$ cat src/rtl/pipelined_prefix_addsub.sv
// Three-stage Kogge-Stone adder/subtractor with valid/ready handshake on both sides.
// Stage 1 forms bitwise g/p, stage 2 resolves carries through the prefix tree, stage 3 forms sum/flags.
module pipelined_prefix_addsub #(
  parameter int unsigned N = 16
) (
  input  logic         clk,
  input  logic         rst_n,
  input  logic         in_valid,
  output logic         in_ready,
  input  logic [N-1:0] in_a,
  input  logic [N-1:0] in_b,
  input  logic         in_sub,
  input  logic         in_cin,
  output logic         out_valid,
  input  logic         out_ready,
  output logic [N-1:0] out_sum,
  output logic         out_cout,
  output logic         out_ovf,
  output logic         out_zero
);

  localparam int unsigned Lvls = $clog2(N);

  logic adv;

  // Stage 1 state
  logic         s1_valid_q;
  logic [N-1:0] s1_p_q, s1_g_q;
  logic         s1_c0_q, s1_amsb_q, s1_bmsb_q;
  logic [N-1:0] s1_p_d, s1_g_d, b_mod;
  logic         s1_c0_d;

  // Stage 2 state
  logic         s2_valid_q;
  logic [N:0]   s2_c_q;
  logic [N-1:0] s2_p_q;
  logic         s2_amsb_q, s2_bmsb_q;
  logic [N:0]   s2_c_d;

  // Stage 3 state
  logic         s3_valid_q;
  logic [N-1:0] s3_sum_q;
  logic         s3_cout_q, s3_ovf_q, s3_zero_q;
  logic [N-1:0] s3_sum_d;
  logic         s3_cout_d, s3_ovf_d, s3_zero_d;

  // Prefix tree: gl[l][i] / pl[l][i] are group terms after l levels.
  logic [Lvls:0][N-1:0]   gl;
  logic [Lvls-1:0][N-1:0] pl;

  assign adv      = out_ready | ~s3_valid_q;
  assign in_ready = adv;

  always_comb begin
    b_mod   = in_sub ? ~in_b : in_b;
    s1_c0_d = in_sub | in_cin;
    s1_g_d  = in_a & b_mod;
    s1_p_d  = in_a ^ b_mod;
  end

  always_ff @(posedge clk or negedge rst_n) begin
    if (!rst_n) begin
      s1_valid_q <= 1'b0;
      s1_p_q     <= '0;
      s1_g_q     <= '0;
      s1_c0_q    <= 1'b0;
      s1_amsb_q  <= 1'b0;
      s1_bmsb_q  <= 1'b0;
    end else if (adv) begin
      s1_valid_q <= in_valid;
      s1_p_q     <= s1_p_d;
      s1_g_q     <= s1_g_d;
      s1_c0_q    <= s1_c0_d;
      s1_amsb_q  <= in_a[N-1];
      s1_bmsb_q  <= b_mod[N-1];
    end
  end

  // Carry-in folded into bit 0 so every complete span reaches G(i:-1).
  assign gl[0] = {s1_g_q[N-1:1], s1_g_q[0] | (s1_p_q[0] & s1_c0_q)};
  assign pl[0] = s1_p_q;

  for (genvar l = 0; l < Lvls; l++) begin : g_lvl
    for (genvar i = 0; i < N; i++) begin : g_bit
      if (i >= (1 << l)) begin : g_black
        assign gl[l+1][i] = gl[l][i] | (pl[l][i] & gl[l][i-(1<<l)]);
        if (l + 1 < Lvls) begin : g_p
          assign pl[l+1][i] = pl[l][i] & pl[l][i-(1<<l)];
        end
      end else begin : g_pass
        assign gl[l+1][i] = gl[l][i];
        if (l + 1 < Lvls) begin : g_p
          assign pl[l+1][i] = pl[l][i];
        end
      end
    end
  end

  assign s2_c_d = {gl[Lvls], s1_c0_q};

  always_ff @(posedge clk or negedge rst_n) begin
    if (!rst_n) begin
      s2_valid_q <= 1'b0;
      s2_c_q     <= '0;
      s2_p_q     <= '0;
      s2_amsb_q  <= 1'b0;
      s2_bmsb_q  <= 1'b0;
    end else if (adv) begin
      s2_valid_q <= s1_valid_q;
      s2_c_q     <= s2_c_d;
      s2_p_q     <= s1_p_q;
      s2_amsb_q  <= s1_amsb_q;
      s2_bmsb_q  <= s1_bmsb_q;
    end
  end

  always_comb begin
    s3_sum_d  = s2_p_q ^ s2_c_q[N-1:0];
    s3_cout_d = s2_c_q[N];
    // Sign rule on the effective operands; equivalent to c[N] ^ c[N-1].
    s3_ovf_d  = (s2_amsb_q ~^ s2_bmsb_q) & (s2_amsb_q ^ s3_sum_d[N-1]);
    s3_zero_d = ~|s3_sum_d;
  end

  always_ff @(posedge clk or negedge rst_n) begin
    if (!rst_n) begin
      s3_valid_q <= 1'b0;
      s3_sum_q   <= '0;
      s3_cout_q  <= 1'b0;
      s3_ovf_q   <= 1'b0;
      s3_zero_q  <= 1'b0;
    end else if (adv) begin
      s3_valid_q <= s2_valid_q;
      s3_sum_q   <= s3_sum_d;
      s3_cout_q  <= s3_cout_d;
      s3_ovf_q   <= s3_ovf_d;
      s3_zero_q  <= s3_zero_d;
    end
  end

  assign out_valid = s3_valid_q;
  assign out_sum   = s3_sum_q;
  assign out_cout  = s3_cout_q;
  assign out_ovf   = s3_ovf_q;
  assign out_zero  = s3_zero_q;

endmodule

$ cat config.mk
export PLATFORM = sky130hd
export DESIGN_NAME = pipelined_prefix_addsub
export DESIGN_NICKNAME = d
export VERILOG_FILES = /design/src/rtl/pipelined_prefix_addsub.sv
export SDC_FILE = /design/constraint.sdc
export NUM_CORES = 1
export LEC_CHECK = 0
export CAP_MARGIN = 30
export CORE_AREA = 4 4 88 99
export CTS_CLUSTER_SIZE = 40
export DETAILED_ROUTE_END_ITERATION = 6
export DIE_AREA = 0 0 92 103
export PLACE_DENSITY_LB_ADDON = 0.25
export SYNTH_ARGS = -nofsm -noshare
export SYNTH_HDL_FRONTEND = slang
export SYNTH_SLANG_ARGS = --single-unit
$ cat constraint.sdc
create_clock -name clk -period 2.9 [get_ports clk]
set_input_delay 0.435 -clock clk [delete_from_list [all_inputs] [get_ports clk]]
set_output_delay 0.435 -clock clk [all_outputs]
set_load 0.03 [all_outputs]
==> metrics list, run 1 <==
- For this run, the total global-route usage over all layers was measured as a little under a fifth.
- Clock slew at reported path FFs: about 0.09 ns
- Worst endpoint required time: about 2.5 ns
- Cell area power density: 927 mW/mm^2
- Synthesis inferred 92 register bits.
* Sequential fraction of design power: roughly 45%
- The share of total power dissipated in the clock network is between 10% and 20%.
- After the flow finishes, the layout carries non-filler instances totaling 637.
- After clock tree synthesis, the flow added hold-fix buffers numbering 0.
- STA classifies the critical path endpoint as a primary output.
* # port buffers: a little under 60
- Summed over all failing endpoints, the final setup total negative slack is 0 ns.
- Boundary pin count: 59
- Entering global routing, the biggest net connects between 100 and 150 pins.
- Number of cells produced by synthesis: 474
- Count of yosys warnings during synthesis: 0
- Number of distinct library cells after synthesis: 36
- Setup repair after global routing left no endpoint under its margin.
* Area of the mapped netlist: roughly 0.0042 sq mm
- The final critical path takes up 75.1% of the cycle.
* Max-capacitance violation count: 0
- Summed over all nets, the switching power comes to 1.89 mW.
- For this design the static power due to leakage is 2.41 nW.
- The first TritonRoute pass finished after 4 iterations.
- From synthesis to final layout, the design area changed by 20.4%.
- The layout has between 600 and 700 filler cells.
- Height of the die: 103 um
- Final hold analysis gives a worst-case slack of 0.0467 ns.
- After clock tree synthesis, the repair step resized 0 gates.
- TritonCTS built the clock tree.
- First-pass GRT wire length: 14.3 mm
- Counting I/O delays and the setup requirement, the final critical path takes around 2.2 ns.
- In this run the worst path has a maximum fanout of 2.
* Number of max-slew violations in the final report: 0
- With fillers left out, the area of the finished cells amounts to about 0.0051 sq mm.
- Summing all flip-flop and latch instances after layout gives roughly 0.0023 sq mm.
- Placeable Area: between 0.007 and 0.008 sq mm
- The number of nets in the synthesized netlist is approximately 530.
- Peak ir drop on the vdd network: roughly 360 uV
* DRC violation count after routing: 0
- Across all layers, the routed design uses roughly 3300 vias.
- The H-tree was split into 3 levels.
- In this run the remaining antenna-violating nets after routing total 0.
* Placement-stage cell area: about 0.005 sq mm
- Placed Cells incl. Taps: roughly 620
- At the end of the flow the core is filled with cells to between 60% and 70%.
* Multi-input logic area: roughly 0.0018 sq mm
* Number of antenna violations at the first check in global routing: 0
* Biggest area consumer among synthesized cells: sky130_fd_sc_hd__dfrtp_1
- From left edge to right edge, the die measures 92 um.
- The floorplan has 34 rows.
* Total gr overflow: 0
- Largest cells by area after synthesis: sky130_fd_sc_hd__dfrtp_1, sky130_fd_sc_hd__nand2_1, sky130_fd_sc_hd__ha_1, sky130_fd_sc_hd__nor2_1, sky130_fd_sc_hd__a21oi_1
- Final count of negative-setup-slack endpoints: 0
- Max-slew headroom: between 50% and 60%
* Highest attainable clock frequency: roughly 460 MHz
* Combinational group share of total power: roughly two fifths
- Clock tree synthesis selected as its root buffer the cell sky130_fd_sc_hd__clkbuf_8.
- Average wire length per cell after detail routing: between 10 and 15 um
- For this design, the sink count on the clock tree is 92.
- Sequential element share of the synthesized area: approximately 54%
* Clock Path Buffers: 2
* Total length of routed wires: a little over 8 mm
- The run finished with clean final reports.
- Die area: approximately 0.0095 sq mm
* Detailed Place HPWL: 5.67 mm
* Net switching fraction of the power: approximately two fifths
- Initial DRC Count: approximately 260
- Num CTS Buffers: 9
* Synth Area per Inst: around 8.9 sq um
- Starting density of the core: 54.8%
- In this run the post-CTS setup repair buffer count came out at 0.
- The setup path with the least slack is of type input pin to primary output.
* NumNets Final: 579
* GPL Wtd Cong: ~0.8
- Fin Clk Skew: 0.0127 ns
* Worst-Skew Late Latency: approximately 0.36 ns
* Number of global-route vias before repair: 3167
* Type of the worst min-delay path: input pin to async pin
* DR vias/cell: between 5 and 6
- Internal power component: 2.85 mW
- Fraction of layout instances using a drive strength above 1: between 4 and 5%
- For the pin with the worst max-slew slack, the measured transition is around 0.66 ns.
- Share of Yosys cell area claimed by the top area cell type: between 50% and 60%
- Crit path launch type: input pin
* Final number of hold-violating endpoints: 0
* Number of antenna cells inserted: 0
* Arrival time at the worst endpoint: ~1.7 ns
## Yosys cell counts
cell type	number
sky130_fd_sc_hd__and4_1	1
sky130_fd_sc_hd__o21ai_0	13
sky130_fd_sc_hd__o22ai_1	1
sky130_fd_sc_hd__buf_1	4
sky130_fd_sc_hd__o2bb2ai_1	1
sky130_fd_sc_hd__or4_1	1
sky130_fd_sc_hd__a41oi_1	1
sky130_fd_sc_hd__xor2_1	16
sky130_fd_sc_hd__clkbuf_1	11
sky130_fd_sc_hd__o41a_1	1
sky130_fd_sc_hd__ha_1	16
sky130_fd_sc_hd__a21o_1	2
sky130_fd_sc_hd__nor2_1	48
sky130_fd_sc_hd__nand2b_1	2
sky130_fd_sc_hd__and2_1	1
sky130_fd_sc_hd__nand4_1	6
sky130_fd_sc_hd__o21ai_1	4
sky130_fd_sc_hd__a211oi_1	2
sky130_fd_sc_hd__or3_1	1
sky130_fd_sc_hd__dfrtp_1	92
sky130_fd_sc_hd__nand3_1	4
sky130_fd_sc_hd__a31oi_1	5
sky130_fd_sc_hd__xnor2_1	15
sky130_fd_sc_hd__buf_2	7
sky130_fd_sc_hd__a221oi_2	1
sky130_fd_sc_hd__nand3b_1	1
sky130_fd_sc_hd__inv_1	4
sky130_fd_sc_hd__nor4_1	1
sky130_fd_sc_hd__nand2_1	169
sky130_fd_sc_hd__a31o_2	1
sky130_fd_sc_hd__o211ai_1	1
sky130_fd_sc_hd__nor3_1	2
sky130_fd_sc_hd__nor2b_1	2
sky130_fd_sc_hd__and3_1	1
sky130_fd_sc_hd__a21oi_1	35
sky130_fd_sc_hd__xnor2_2	1
## layout make-up
cell class / count / area share [%]
clock buffers: 9 / 2.43
clock inverters: 6 / 0.956
inverters: 4 / 0.319
multi-input cells: 356 / 36.0
flip-flops and latches: 92 / 45.1
well taps: 108 / 2.65
repair buffers: 62 / 12.5
## per-stage QoR
stage                     power [mW]  setup slack [ns]
after global placement          3.93             0.696
final                           4.73             0.722
after floorplan                 3.33              1.03
after CTS                       4.77             0.693
after global routing            5.09             0.671
after detailed placement        4.01             0.694
## final timing paths
| path | startpoint | to | slack, ns | cells after the start |
|---|---|---|---|---|
| setup / recovery | out_ready | in_ready | 0.72 | 4 |
| hold / removal | rst_n | s2_c_q[0]$_DFFE_PN0P_ | 0.05 | 1 |
| setup reg to reg | s1_p_q[2]$_DFFE_PN0P_ | s2_c_q[11]$_DFFE_PN0P_ | 1.14 | 5 |
| hold reg to reg | s2_valid_q$_DFFE_PN0P_ | s2_valid_q$_DFFE_PN0P_ | 0.46 | 2 |
| max in group asynchronous | rst_n | s2_c_q[8]$_DFFE_PN0P_ | 2.22 | 2 |
| min in group clk | s2_valid_q$_DFFE_PN0P_ | s2_valid_q$_DFFE_PN0P_ | 0.46 | 2 |
## critical path, cell delays in order
cell	delay, ns
sky130_fd_sc_hd__clkdlybuf4s50_1	0.51
sky130_fd_sc_hd__nor2b_4	0.05
sky130_fd_sc_hd__clkinv_2	0.06
sky130_fd_sc_hd__clkdlybuf4s50_1	0.68
## sequential cells by signal (all words and copies together) (netlist names)
name and cells:
out_cout 1, out_ovf 1, out_sum 16, out_valid 1
out_zero 1, s1_amsb_q 1, s1_bmsb_q 1, s1_c0_q 1
s1_g_q 16, s1_p_q 16, s1_valid_q 1, s2_amsb_q 1
s2_bmsb_q 1, s2_c_q 17, s2_p_q 16, s2_valid_q 1
## placed cells by master, fill, tap and decap left out, types with 2 or more instances in the layout
cell                                n
sky130_fd_sc_hd__clkinvlp_4         3
sky130_fd_sc_hd__nand2_1          169
sky130_fd_sc_hd__o21ai_1            4
sky130_fd_sc_hd__inv_1              3
sky130_fd_sc_hd__nand3_1            4
sky130_fd_sc_hd__clkbuf_8           9
sky130_fd_sc_hd__nor2_1            48
sky130_fd_sc_hd__nand2b_1           2
sky130_fd_sc_hd__nor3_1             2
sky130_fd_sc_hd__inv_6              2
sky130_fd_sc_hd__buf_4              3
sky130_fd_sc_hd__nand4_1            6
sky130_fd_sc_hd__ha_1              16
sky130_fd_sc_hd__xnor2_1           15
sky130_fd_sc_hd__a31oi_1            5
sky130_fd_sc_hd__o21ai_0           13
sky130_fd_sc_hd__a21o_1             2
sky130_fd_sc_hd__dfrtp_1           92
sky130_fd_sc_hd__xor2_1            16
sky130_fd_sc_hd__a21oi_1           35
sky130_fd_sc_hd__a211oi_1           2
sky130_fd_sc_hd__clkdlybuf4s50_1   57
## power by group through the flow
stage	registers, mW	logic, mW	clock network [mW]
2_1_floorplan	2.34	0.997	0
5_1_grt	2.18	2.07	0.843
3_5_place_dp	2.15	1.86	0
3_3_place_gp	2.12	1.80	0
6_report	2.12	1.85	0.767
4_1_cts	2.12	1.87	0.788
## kinds of logic (layout without fill, tap and decap cells)
kind of cell    after synthesis  in the layout  synth area share [%]
compound gates               68             68                  9.15
xor+xnor                     32             32                  6.79
fa+ha+maj                    16             16                  4.72
buf+inv                      26             81                  2.51
flops                        92             92                  54.3
simple gates                240            240                  22.5
## routing by layer
| layer | up-vias | part of all wire (%) | global-route usage (%) |
|---|---|---|---|
| li1 | 1646 | - | - |
| met1 | 1528 | 48 | 24.0 |
| met2 | 76 | 46 | 32.5 |
| met3 | 10 | 4.7 | 4.23 |
| met4 | 0 | 1.3 | 5.94 |
| met5 | - | 0 | 0 |
Note: power is estimated with default switching activity, not from simulation.
==> inputs of run 2 (changes only) <==
--- a/config.mk
+++ b/config.mk
@@ -6,10 +6,10 @@
 export NUM_CORES = 1
 export LEC_CHECK = 0
 export CAP_MARGIN = 30
-export CORE_AREA = 4 4 88 99
+export CORE_AREA = 4 4 89 100
 export CTS_CLUSTER_SIZE = 40
 export DETAILED_ROUTE_END_ITERATION = 6
-export DIE_AREA = 0 0 92 103
+export DIE_AREA = 0 0 93 104
 export PLACE_DENSITY_LB_ADDON = 0.25
 export SYNTH_ARGS = -nofsm -noshare
 export SYNTH_HDL_FRONTEND = slang
==> constraint.sdc (replaced) <==
create_clock -name clk -period 2.28 [get_ports clk]
set_input_delay 0.342 -clock clk [delete_from_list [all_inputs] [get_ports clk]]
set_output_delay 0.342 -clock clk [all_outputs]
set_load 0.03 [all_outputs]
==> metrics list, run 2 (synthesis results as in run 1) <==
* Max-capacitance violation count: 0
- Total net switching power: between 2 and 2.5 mW
- Floorplan row count: 34
* Master of the slowest instance on the critical path: sky130_fd_sc_hd__clkdlybuf4s50_1
* Critical path buffer and inverter count: 3
- The register with the most flip-flops in the layout has 17 of them.
- The floorplan step set the die height to about 100 um.
- RSZ-0062 raised after global routing: false
- Pre-CTS WS: ~0.27 ns
* Highest attainable clock frequency: 505 MHz
- Final number of hold-violating endpoints: 0
- In this design, the largest share of critical-path delay is due to buffers and inverters.
- The total count of max-transition violations in the final report is 0.
- Crit path launch type: input pin
- Maximum number of pins on one net before global-route repair: 90
- The signal on the critical path passes through clkdlybuf4s50_1, nor2b_4, clkinv_2, clkdlybuf4s50_1.
* Power after layout: around 6.1 mW
- Result of the run: completed
- Detailed Place HPWL: slightly below 6 mm
* Highest-count cells in the layout ignoring fill and taps: sky130_fd_sc_hd__nand2_1, sky130_fd_sc_hd__dfrtp_1, sky130_fd_sc_hd__clkdlybuf4s50_1
* Crit path setup slack, layout: 0.299 ns
- Clock Path Buffers: 2
- H-Tree Depth: 3
* Post-layout minimum cycle time: slightly below 2 ns
- The net count of the finished layout is between 500 and 600.
- Total length of routed wires: around 8.3 mm
- Placement-stage cell area: between 0.004 and 0.005 sq mm
- Critical path fanouts, max: 2
* Peak ir drop on the vdd network: 471 uV
- In the global route stage, overall resource usage came out at 18.5%.
* Number of global-route vias before repair: about 3200
- The die is between 90 and 100 um wide.
* Average wire length per cell after detail routing: ~13 um
- The initial utilization of the core area, before any placement, comes to a little over half.
* DRC violation count after routing: 0
- Final design instance area without fill: between 0.005 and 0.006 sq mm
- The region available for standard cell placement spans roughly 0.0078 sq mm.
- The share of total power dissipated in the clock network is about 17%.
* # port buffers: between 50 and 60
- By instance count, the cell type seen most on the critical path is sky130_fd_sc_hd__clkdlybuf4s50_1.
- Register with the most flip-flops: s2_c_q
* Internal power component: 3.73 mW
- After detailed routing, the number of vias per cell comes to ~5.2.
* Crit path capture type: primary output
* Type of the worst min-delay path: register to register
* Number of antenna cells inserted: 0
- Net switching fraction of the power: approximately two fifths
- Total leakage power: 2.44 nW
- The initial antenna violation count is 0.
- Actual transition at the worst max-transition pin: approximately 0.67 ns
- TritonCTS built the clock tree.
- Dividing total power by cell area gives a power density of approximately 1200 mW/mm^2.
- The clock net in this run drives a total of just over 90 sinks.
* Total gr overflow: 0
* Arrival time at the worst endpoint: around 1.6 ns
- Relative to the synthesized area, the layout overhead comes to 21.1%.
- Boundary pin count: between 50 and 60
- Num CTS Buffers: 9
- Sequential fraction of design power: a little over two fifths
- Max-slew headroom: approximately 55%
- The final critical path takes up ~87% of the cycle.
* Setup Total Neg Slack: 0 ns
- Final count of negative-setup-slack endpoints: 0
* Count of vias placed by the detailed router: 3307
- Leading cell type in the layout, fill and taps excluded: sky130_fd_sc_hd__nand2_1
- The tree is rooted in a sky130_fd_sc_hd__clkbuf_8.
- GPL Wtd Cong: ~0.83
- Worst-Skew Late Latency: ~0.35 ns
* Clock slew at reported path FFs: 0.09 ns
- On the worst path, the slowest cell contributes a delay of ~0.67 ns.
* First-pass GRT wire length: 14.5 mm
- The first TritonRoute pass finished after 4 iterations.
- Post-route antenna net violation count: 0
- Of the total power, combinational logic draws a little under 40%.
- The critical path is of the input pin to primary output type.
- Data on the critical path is required at its endpoint by between 1.5 and 2 ns.
* Initial DRC Count: 272
- Between clock sinks in the finished design, the worst skew comes to 0.00984 ns.
- The die covers between 0.009 and 0.01 sq mm.
- In the final layout, the share of cells above drive strength 1 is about 5.3%.
==> run 2: cell count changes in the layout (fill, tap and decap cells not counted), sizes merged <==
cell         before  now
buf               5    8
bufinv            0    1
clkinv            2    4
clkinvlp          3    1
dlygate4sd3       0    1
inv               5    4
==> run 2: final cells by class <==
class	instances	area [sq um]
Sequential cell	92	2300
Tap cell	108	135
Multi-Input combinational cell	356	1840
Inverter	4	16.3
Clock inverter	6	65.1
Clock buffer	9	124
Fill cell	691	2690
Timing Repair Buffer	66	653
==> run 2: worst reg2reg max path: cells and delay by family, from the launching register on <==
kind | cells | cell delay, ns
flops | 1 | 0.44
simple gates | 1 | 0.20
compound gates | 4 | 0.98
==> run 2: timing repair <==
item | in CTS | in global routing
hold buffers | 1 | 0
resized for setup | 0 | 0
endpoints found under the hold margin | 33 | 0
setup buffers | 0 | 0
==> run 2: per-layer routing <==
| layer | vias to the layer above | share of wire [%] | global-route usage [%] |
|---|---|---|---|
| met2 | 87 | 49 | 29.7 |
| met4 | 0 | 1.1 | 6.07 |
| met1 | 1560 | 45 | 25.2 |
| met3 | 7 | 5.2 | 3.69 |
| met5 | - | 0 | 0 |
| li1 | 1653 | - | - |
==> run 2: power groups by stage <==
| stage | combinational [mW] | clock [mW] | sequential (mW) |
|---|---|---|---|
| 5_1_grt | 2.64 | 1.15 | 2.80 |
| 4_1_cts | 2.39 | 1.08 | 2.70 |
| 3_5_place_dp | 2.38 | 0 | 2.74 |
| 2_1_floorplan | 1.27 | 0 | 2.97 |
| 3_3_place_gp | 2.31 | 0 | 2.71 |
| 6_report | 2.38 | 1.05 | 2.70 |
==> run 2: final timing paths <==
kind                                        start                      to  slack (ns)  cells past startpoint
min reg2reg                s2_valid_q$_DFFE_PN0P_   out_valid$_DFFE_PN0P_        0.46                      1
min                        s2_valid_q$_DFFE_PN0P_   out_valid$_DFFE_PN0P_        0.46                      1
max reg2reg                 s1_p_q[2]$_DFFE_PN0P_  s2_c_q[11]$_DFFE_PN0P_        0.53                      5
min in group asynchronous                   rst_n  out_sum[4]$_DFFE_PN0P_        0.51                      2
max in group asynchronous                   rst_n  s1_valid_q$_DFFE_PN0P_        1.13                      3
max                                     out_ready                in_ready        0.30                      4
==> run 2: metrics by stage <==
step | hold WS, ns | std cells | utilization, %
2_1_floorplan | 0.0464 | 474 | -
3_3_place_gp | 0.370 | 625 | 63.1
3_5_place_dp | 0.376 | 625 | 63.1
4_1_cts | 0.465 | 641 | 65.6
5_1_grt | 0.508 | 641 | 65.6
6_report | 0.464 | 641 | 65.6
